## config.mk

```make
export PLATFORM = sky130hd
export DESIGN_NAME = mac4_operand_feeder
export DESIGN_NICKNAME = d
export VERILOG_FILES = /design/src/rtl/mac4_operand_feeder.sv
export SDC_FILE = /design/constraint.sdc
export NUM_CORES = 1
export LEC_CHECK = 0
export ABC_AREA = 1
export BUFFER_PORTS_ARGS = -buffer_cell sky130_fd_sc_hd__buf_4
export CORE_UTILIZATION = 50
export CTS_CLUSTER_DIAMETER = 50
export CTS_CLUSTER_SIZE = 28
export DETAILED_ROUTE_END_ITERATION = 10
export PLACE_DENSITY_LB_ADDON = 0.1
export SLEW_MARGIN = 20
export SYNTH_ARGS = -nofsm -noshare
export SYNTH_HDL_FRONTEND = slang
export SYNTH_SLANG_ARGS = --single-unit
```

## constraint.sdc

```tcl
create_clock -name clk -period 2.5 [get_ports clk]
set_input_delay 0 -clock clk [delete_from_list [all_inputs] [get_ports clk]]
set_output_delay 0 -clock clk [all_outputs]
set_load 0.02 [all_outputs]
```

## src/rtl/mac4_operand_feeder.sv

```systemverilog
`default_nettype none
// =============================================================================
// mac4_operand_feeder : 4x4 A/B operand store with a row-major issue sequencer
// Rev 1.0
// =============================================================================
module mac4_operand_feeder #(
   parameter int DATA_W = 8
) (
   input  logic                     clk,
   input  logic                     rst_n,
   input  logic                     ce,
   input  logic                     wr_en,
   input  logic                     wr_sel,
   input  logic [1:0]               wr_row,
   input  logic [1:0]               wr_col,
   input  logic signed [DATA_W-1:0] wr_data,
   input  logic                     start,
   output logic                     busy,
   output logic                     done,
   output logic                     valid_out,
   output logic signed [DATA_W-1:0] a0,
   output logic signed [DATA_W-1:0] a1,
   output logic signed [DATA_W-1:0] a2,
   output logic signed [DATA_W-1:0] a3,
   output logic signed [DATA_W-1:0] b0,
   output logic signed [DATA_W-1:0] b1,
   output logic signed [DATA_W-1:0] b2,
   output logic signed [DATA_W-1:0] b3,
   output logic [1:0]               idx_i,
   output logic [1:0]               idx_j
);

   localparam logic [1:0] S_IDLE = 2'd0;
   localparam logic [1:0] S_RUN  = 2'd1;
   localparam logic [1:0] S_FIN  = 2'd2;

   logic [1:0]        state_q, state_d;
   logic [3:0]        cnt_q;
   logic              busy_w;
   logic [DATA_W-1:0] a_mem_q [4][4];
   logic [DATA_W-1:0] b_mem_q [4][4];

   logic              valid_q, done_q;
   logic [DATA_W-1:0] a0_q, a1_q, a2_q, a3_q;
   logic [DATA_W-1:0] b0_q, b1_q, b2_q, b3_q;
   logic [1:0]        idx_i_q, idx_j_q;

   // Store writes bypass ce but are locked out while a sequence is running.
   always_ff @(posedge clk) begin
      if (!rst_n) begin
         for (int r = 0; r < 4; r++) begin
            for (int c = 0; c < 4; c++) begin
               a_mem_q[r][c] <= '0;
               b_mem_q[r][c] <= '0;
            end
         end
      end else if (wr_en && !busy_w) begin
         if (wr_sel) b_mem_q[wr_row][wr_col] <= wr_data;
         else        a_mem_q[wr_row][wr_col] <= wr_data;
      end
   end

   always_ff @(posedge clk) begin
      if (!rst_n)  state_q <= S_IDLE;
      else if (ce) state_q <= state_d;
   end

   always_comb begin
      state_d = state_q;
      case (state_q)
         S_IDLE:  if (start) state_d = S_RUN;
         S_RUN:   if (cnt_q == 4'hF) state_d = S_FIN;
         S_FIN:   state_d = S_IDLE;
         default: state_d = S_IDLE;
      endcase
   end

   always_comb begin
      busy_w = (state_q != S_IDLE);
   end

   // cnt_q = {i, j}; a plain 4-bit increment gives row-major order and the wrap.
   always_ff @(posedge clk) begin
      if (!rst_n) begin
         cnt_q <= 4'd0;
      end else if (ce) begin
         if (state_q == S_RUN) cnt_q <= cnt_q + 4'd1;
         else                  cnt_q <= 4'd0;
      end
   end

   always_ff @(posedge clk) begin
      if (!rst_n) begin
         valid_q <= 1'b0;
         done_q  <= 1'b0;
         a0_q    <= '0;
         a1_q    <= '0;
         a2_q    <= '0;
         a3_q    <= '0;
         b0_q    <= '0;
         b1_q    <= '0;
         b2_q    <= '0;
         b3_q    <= '0;
         idx_i_q <= 2'd0;
         idx_j_q <= 2'd0;
      end else if (ce) begin
         done_q  <= 1'b0;
         valid_q <= 1'b0;
         if (state_q == S_RUN) begin
            valid_q <= 1'b1;
            a0_q    <= a_mem_q[cnt_q[3:2]][0];
            a1_q    <= a_mem_q[cnt_q[3:2]][1];
            a2_q    <= a_mem_q[cnt_q[3:2]][2];
            a3_q    <= a_mem_q[cnt_q[3:2]][3];
            b0_q    <= b_mem_q[0][cnt_q[1:0]];
            b1_q    <= b_mem_q[1][cnt_q[1:0]];
            b2_q    <= b_mem_q[2][cnt_q[1:0]];
            b3_q    <= b_mem_q[3][cnt_q[1:0]];
            idx_i_q <= cnt_q[3:2];
            idx_j_q <= cnt_q[1:0];
         end else if (state_q == S_FIN) begin
            done_q  <= 1'b1;
         end
      end
   end

   assign busy      = busy_w;
   assign done      = done_q;
   assign valid_out = valid_q;
   assign a0        = a0_q;
   assign a1        = a1_q;
   assign a2        = a2_q;
   assign a3        = a3_q;
   assign b0        = b0_q;
   assign b1        = b1_q;
   assign b2        = b2_q;
   assign b3        = b3_q;
   assign idx_i     = idx_i_q;
   assign idx_j     = idx_j_q;

endmodule
`default_nettype wire

```

==> results of run 1 <==
==> area by class of cell <==
type | instances | area [µm²] | area share
clock buffer | 41 | 972 | 0.0555
inverter | 153 | 579 | 0.0331
tap | 390 | 488 | 0.0279
sequential | 332 | 9210 | 0.526
timing repair buffer | 113 | 871 | 0.0497
multi-input combinational | 948 | 5160 | 0.295
clock inverter | 24 | 223 | 0.0127
==> layer usage <==
layer	GRT usage	up-vias
li1	-	5132
met1	0.340	4962
met2	0.387	339
met3	0.0304	78
met4	0.0780	0
met5	0	-
==> cells by family after synthesis <==
family,share of synthesized area
XOR/XNOR,0.000568
AND/OR/NAND/NOR,0.267
flip-flops,0.597
AO/OA/AOI/OAI,0.0669
adder cells (fa/ha/maj),0.000811
buffers and inverters,0.0681
==> per-stage QoR <==
step	worst slack (ns)	hold WS (ns)	power [mW]	instance area, µm²	instances
after global routing	0.116	0.152	12.8	17500	2001
after detailed placement	0.460	0.300	7.21	16300	1932
after global placement	0.486	0.300	7.20	16300	1932
after CTS	0.276	0.110	12.5	17500	2001
after floorplan	0.763	0.165	6.88	15400	1532
final	0.267	0.132	12.4	17500	2001
==> cell usage after synthesis (all sizes together) <==
library cell	number
nand2	107
clkbuf	60
xor2	1
nand4	33
a21oi	72
clkinv	2
inv	151
o21ai	134
buf	39
nor3	2
dfxtp	76
edfxtp	256
nor2	530
nand3	68
ha	1
==> repair_timing <==
action,4_1_cts,5_1_grt
setup endpoints to repair,0,0
endpoints found under the hold margin,7,0
hold buffers,4,0
==> worst max path at each step <==
stage / startpoint / endpoint / cells past startpoint
CTS: cnt_q[0] / state_q[0] / 8
detailed placement: state_q[1] / b_mem_q[2][20] / 6
global route: cnt_q[0] / state_q[0] / 8
floorplan: state_q[1] / a_mem_q[2][24] / 6
finish: cnt_q[0] / state_q[0] / 8
global placement: state_q[1] / a_mem_q[1][26] / 6
==> worst reg2reg max path: stages, from the launching register on <==
cell and delay [ns]:
dfxtp_2 0.33, buf_4 0.56, ha_1 0.30, nand3_1 0.08
nand2_1 0.11, nand3_1 0.07, nand2_1 0.06, a21oi_1 0.05
dlygate4sd3_1 0.56
==> power groups by stage <==
stage / combinational (mW) / sequential [mW] / clock, mW
after floorplan: 0.540 / 6.34 / 0
after global placement: 0.917 / 6.29 / 0
after detailed placement: 0.926 / 6.29 / 0
after CTS: 0.936 / 6.17 / 5.44
after global routing: 1.01 / 6.18 / 5.62
final: 0.932 / 6.17 / 5.35
==> impl_results.md, run 1 <==
- Run status: finished, final reports clean
- Post-synthesis instance area: 15400 µm²
- Largest registers: a_mem_q: 128 flops, b_mem_q: 128 flops
- Layout cells sized above 1: 0.286
- Cell with the biggest individual delay on the critical path: buf_4
- Area enclosed by the die boundary: 31500 µm²
- Top Family by Delay on Critical Path: buffers and inverters
- Fill count: 2555
- Transition time at the pin with the least slew margin: 1.00 ns
- Vertical die dimension: 178 µm
- Hold worst-path end: b_mem_q[3][17]
- Startpoint of the lowest-slack register-to-register path: cnt_q[0]
- Reg-to-reg endpoint: state_q[0]
- CP Data Required Time: 2.90 ns
- Post-route fraction of the period consumed by the critical path: 0.893
- H-tree levels: 2
- TritonCTS clock tree: yes
- Slowest cell delay on critical path: 0.56 ns
- Final antenna-violating net count: 0
- Largest net degree at the start of global routing: 69
- Worst Hold Class: in -> reg
- Worst R2R Path Depth: 8
- Share of the core filled with cells in the final layout: 0.585
- Residual DRC: 0
- I/O Pins: 89
- Std cell rows: 63
- Highest net fanout along the worst path: 68
- Max transition margin: 0.330
- Port Buffers: 88
- Worst setup SP type: flop
- Critical Path End Type: flop
- Post-cts repair resize count: 0
- Clock Power Share: 0.430
- Leakage power: 6.99 nW
- Register bit count reported by yosys: 332
- Clock tree skew after final layout: 0.0138 ns
- Aggregate routed wire length: 36900 µm
- Uppermost signal routing layer after detailed routing: met4
- Detailed-routed wire length on met3: 2250 µm
- Wire per inst: 18.4 µm
- Clock tree root driver cell: clkbuf_16
- Critical path buffers and inverters: 2
- RSZ-0062 raised after global routing: no
- Placer congestion estimate: 0.779
- Hold path depth: 4
- Max rail drop VDD: 0.569 mV
- Number of buffers between clock root and the deepest sink: 3
- Wire length of the first global-routing pass: 57000 µm
- Critical Path, Cell by Cell: buf_4 -> ha_1 -> nand3_1 -> nand2_1 -> nand3_1 -> nand2_1 -> a21oi_1 -> dlygate4sd3_1
- WS Path Type: reg -> reg
- Sequential fraction of design power: 0.495
- Fmax: 0.448 GHz
- Largest area contributor in the synthesized netlist: edfxtp_1
- Final count of negative-setup-slack endpoints: 0
- NumNets Final: 1604
- Global Route Usage Sum: 0.241
- Met2 wirelength from detailed routing: 17000 µm
- Clock buffers created by TritonCTS: 37
- Gate count after technology mapping: 1532
- Congestion Overflow GR: 0
- Via count of the first global-routing pass: 10100
- Hold Violations, Final: 0
- Clock latency of the later-clocked register in the worst-skew pair: 0.52 ns
- Vias per Instance: 5.25
- Sequential fraction of the synthesis area: 0.597
- Number of diodes added for antenna fixing: 0
- Total Negative Setup Slacks: 0 ns
- Initial antenna violation count: 0
- Total power divided by cell area: 711 nW/µm²
- Switching power of the nets: 3.04 mW
- Synthesized netlist net count: 1551
- Most frequent cells in the layout: nor2_1, edfxtp_1, nor2_2
- Switch share: 0.244
- Gate power share: 0.075
- Internal power of the cells: 9.41 mW
- Critical path data arrival time: 2.63 ns
- Iteration-0 DRC Markers: 848
- Distinct cell type count of the synthesized netlist: 26
- Initial Utilization: 0.515
- Post-Route M1 WL: 16600 µm
- Number of buffers inserted to repair setup after CTS: 0
- Most frequent standard cell in the layout excluding fill and tap cells: nor2_1
- Area added between synthesis and finish: 13.5%
- Vias after detailed routing: 10500
- Number of pins exceeding their max-slew limit in the final report: 0
- Die Wd: 178 µm
- Count of warnings emitted by yosys: 0
- Clock Sink Count: 332
- Main area contributors after synthesis: edfxtp_1, dfxtp_1, nor2_2, nor2_1, nand4_4
- Worst hold path startpoint: wr_col[1]
- Syn Area/Cell: 10.1 µm²
- Detail Placement HPWL: 21400 µm
- R2r setup slk: 0.27 ns
- Post-route minimum period: 2.23 ns
- Area fraction of the dominant cell type after synthesis: 0.498
- Max cap viols: 0
- Core footprint: 30000 µm²
- Pre-antenna DRT Iters: 5
- Clock-pin slew of the registers on the worst-case setup and hold paths: 0.06 ns
Note: power is estimated with default switching activity, not from simulation.
==> run 2, diff against run 1 <==
Settings changed: CORE_ASPECT_RATIO set to 0.7, GPL_TIMING_DRIVEN set to 0.
==> impl_results.md, run 2 (same netlist as run 1, synthesis figures left out) <==
- Clock Power Share: 0.394
- WS Path Type: reg -> reg
- Fmax: 0.445 GHz
- Number of buffers between clock root and the deepest sink: 3
- Minimum hold slack: 0.101 ns
- CP Data Required Time: 2.95 ns
- Iteration-0 DRC Markers: 982
- Worst setup SP type: flop
- Switching power of the nets: 3.01 mW
- Global Route Usage Sum: 0.273
- Layout cells sized above 1: 0.275
- Internal power of the cells: 8.81 mW
- Worst Hold Class: in -> reg
- Max cap viols: 0
- Area added between synthesis and finish: 14.9%
- Cell with the biggest individual delay on the critical path: dlygate4sd3_1
- Critical path data arrival time: 2.70 ns
- Port Buffers: 86
- Initial Utilization: 0.511
- Aggregate routed wire length: 42300 µm
- Most frequent cells in the layout: nor2_1, edfxtp_1, nor2_2
- Via count of the first global-routing pass: 10300
- Clock buffers created by TritonCTS: 29
- Clock Sink Count: 332
- Clock tree root driver cell: clkbuf_16
- Clock latency of the later-clocked register in the worst-skew pair: 0.57 ns
- Post-route minimum period: 2.25 ns
- Hold Violations, Final: 0
- Run status: finished, final reports clean
- Initial antenna violation count: 1
- Largest registers: a_mem_q: 128 flops, b_mem_q: 128 flops
- Most frequent standard cell in the layout excluding fill and tap cells: nor2_1
- Clock-pin slew of the registers on the worst-case setup and hold paths: 0.08 ns
- Vertical die dimension: 149 µm
- Switch share: 0.255
- Clock tree skew after final layout: 0.0125 ns
- Area enclosed by the die boundary: 31600 µm²
- Detail Placement HPWL: 29700 µm
- TritonCTS clock tree: yes
- Max rail drop VDD: 0.504 mV
- Vias per Instance: 5.30
- Residual DRC: 0
- Critical Path, Cell by Cell: buf_2 -> buf_4 -> nand3_1 -> nand2_1 -> nand3_1 -> nand2_1 -> a21oi_1 -> dlygate4sd3_1
- Vias after detailed routing: 11100
- Total power divided by cell area: 667 nW/µm²
- Congestion Overflow GR: 0
- Number of pins exceeding their max-slew limit in the final report: 0
- Transition time at the pin with the least slew margin: 1.14 ns
- RSZ-0062 raised after global routing: no
- NumNets Final: 1683
- Die Wd: 212 µm
- Post-route fraction of the period consumed by the critical path: 0.900
- Critical path buffers and inverters: 3
- Gate power share: 0.085
- Leakage power: 7.08 nW
- Top Family by Delay on Critical Path: buffers and inverters
- Placer congestion estimate: 0.817
- Largest net degree at the start of global routing: 19
- Slowest cell delay on critical path: 0.59 ns
- Critical Path End Type: flop
- H-tree levels: 1
- Wire length of the first global-routing pass: 63100 µm
- Max transition margin: 0.239
- Sequential fraction of design power: 0.521
- Final antenna-violating net count: 0
- Highest net fanout along the worst path: 10
- Wire per inst: 20.2 µm
- Number of diodes added for antenna fixing: 0
- Core footprint: 30200 µm²
- I/O Pins: 89
- Pre-antenna DRT Iters: 5
- Std cell rows: 53
- Total Negative Setup Slacks: 0 ns
- Final count of negative-setup-slack endpoints: 0
[run 2: cell types whose count changed in the layout (fill, tap and decap cells not counted), moves of 6 or more]
cell	delta
clkbuf_2	+6
buf_2	+22
dlygate4sd3_1	+11
buf_4	-18
buf_1	+9
clkbuf_16	-8
clkbuf_1	+52
[run 2: area by class of cell]
type                            instances  area (µm²)
Sequential cell                       332        9210
Clock buffer                           34         796
Inverter                              153         579
Fill cell                            2629       12500
Buffer                                 98         474
Clock inverter                         19         174
Timing Repair Buffer                  102         807
Tap cell                              412         515
Multi-Input combinational cell        948        5160
[run 2: metal layers]
layer | wire length (µm) | GRT usage | share of wire
met5 | 0 | 0 | 0
met4 | 673 | 0.0489 | 0.016
met3 | 3820 | 0.0739 | 0.090
met2 | 17900 | 0.396 | 0.42
met1 | 19900 | 0.411 | 0.47
[run 2: worst paths after layout]
check             startpoint             end  slack [ns]  cells after the start
setup / recovery    cnt_q[2]      state_q[0]        0.25                      8
hold / removal     wr_row[1]  b_mem_q[1][26]        0.10                      4
setup reg to reg    cnt_q[2]      state_q[0]        0.25                      8
hold reg to reg     idx_i[1]        idx_i[1]        0.53                      2
[run 2: worst register-to-register path: stages, from the launching register on]
cell and delay [ns]:
dfxtp_1 0.57, buf_2 0.35, buf_4 0.23, nand3_1 0.09, nand2_1 0.09, nand3_1 0.07, nand2_1 0.08, a21oi_1 0.06
dlygate4sd3_1 0.59
[run 2: power groups by stage]
stage,Clock (mW),Sequential [mW],Combinational [mW]
after global routing,4.89,6.18,1.08
after detailed placement,0,6.29,0.976
final,4.66,6.16,1.00
after global placement,0,6.28,0.962
after CTS,4.68,6.16,0.999
after floorplan,0,6.34,0.540
[run 2: stage by stage]
step	instance area, µm²	cells	total power, mW	setup WS (ns)	util
2_1_floorplan	15400	1532	6.88	0.763	-
3_3_place_gp	16600	2030	7.24	0.384	0.550
3_5_place_dp	16600	2031	7.26	0.425	0.550
4_1_cts	17700	2099	11.8	0.152	0.587
5_1_grt	17700	2098	12.1	0.149	0.587
6_report	17700	2098	11.8	0.251	0.587
[run 2: repair_timing]
| item | in CTS | in global routing |
|---|---|---|
| hold buffers | 15 | 0 |
| endpoints found under the hold margin | 23 | 0 |
| buffers inserted | 0 | 0 |
| resized for setup | 0 | 0 |
| endpoints found under the setup margin | 0 | 1 |
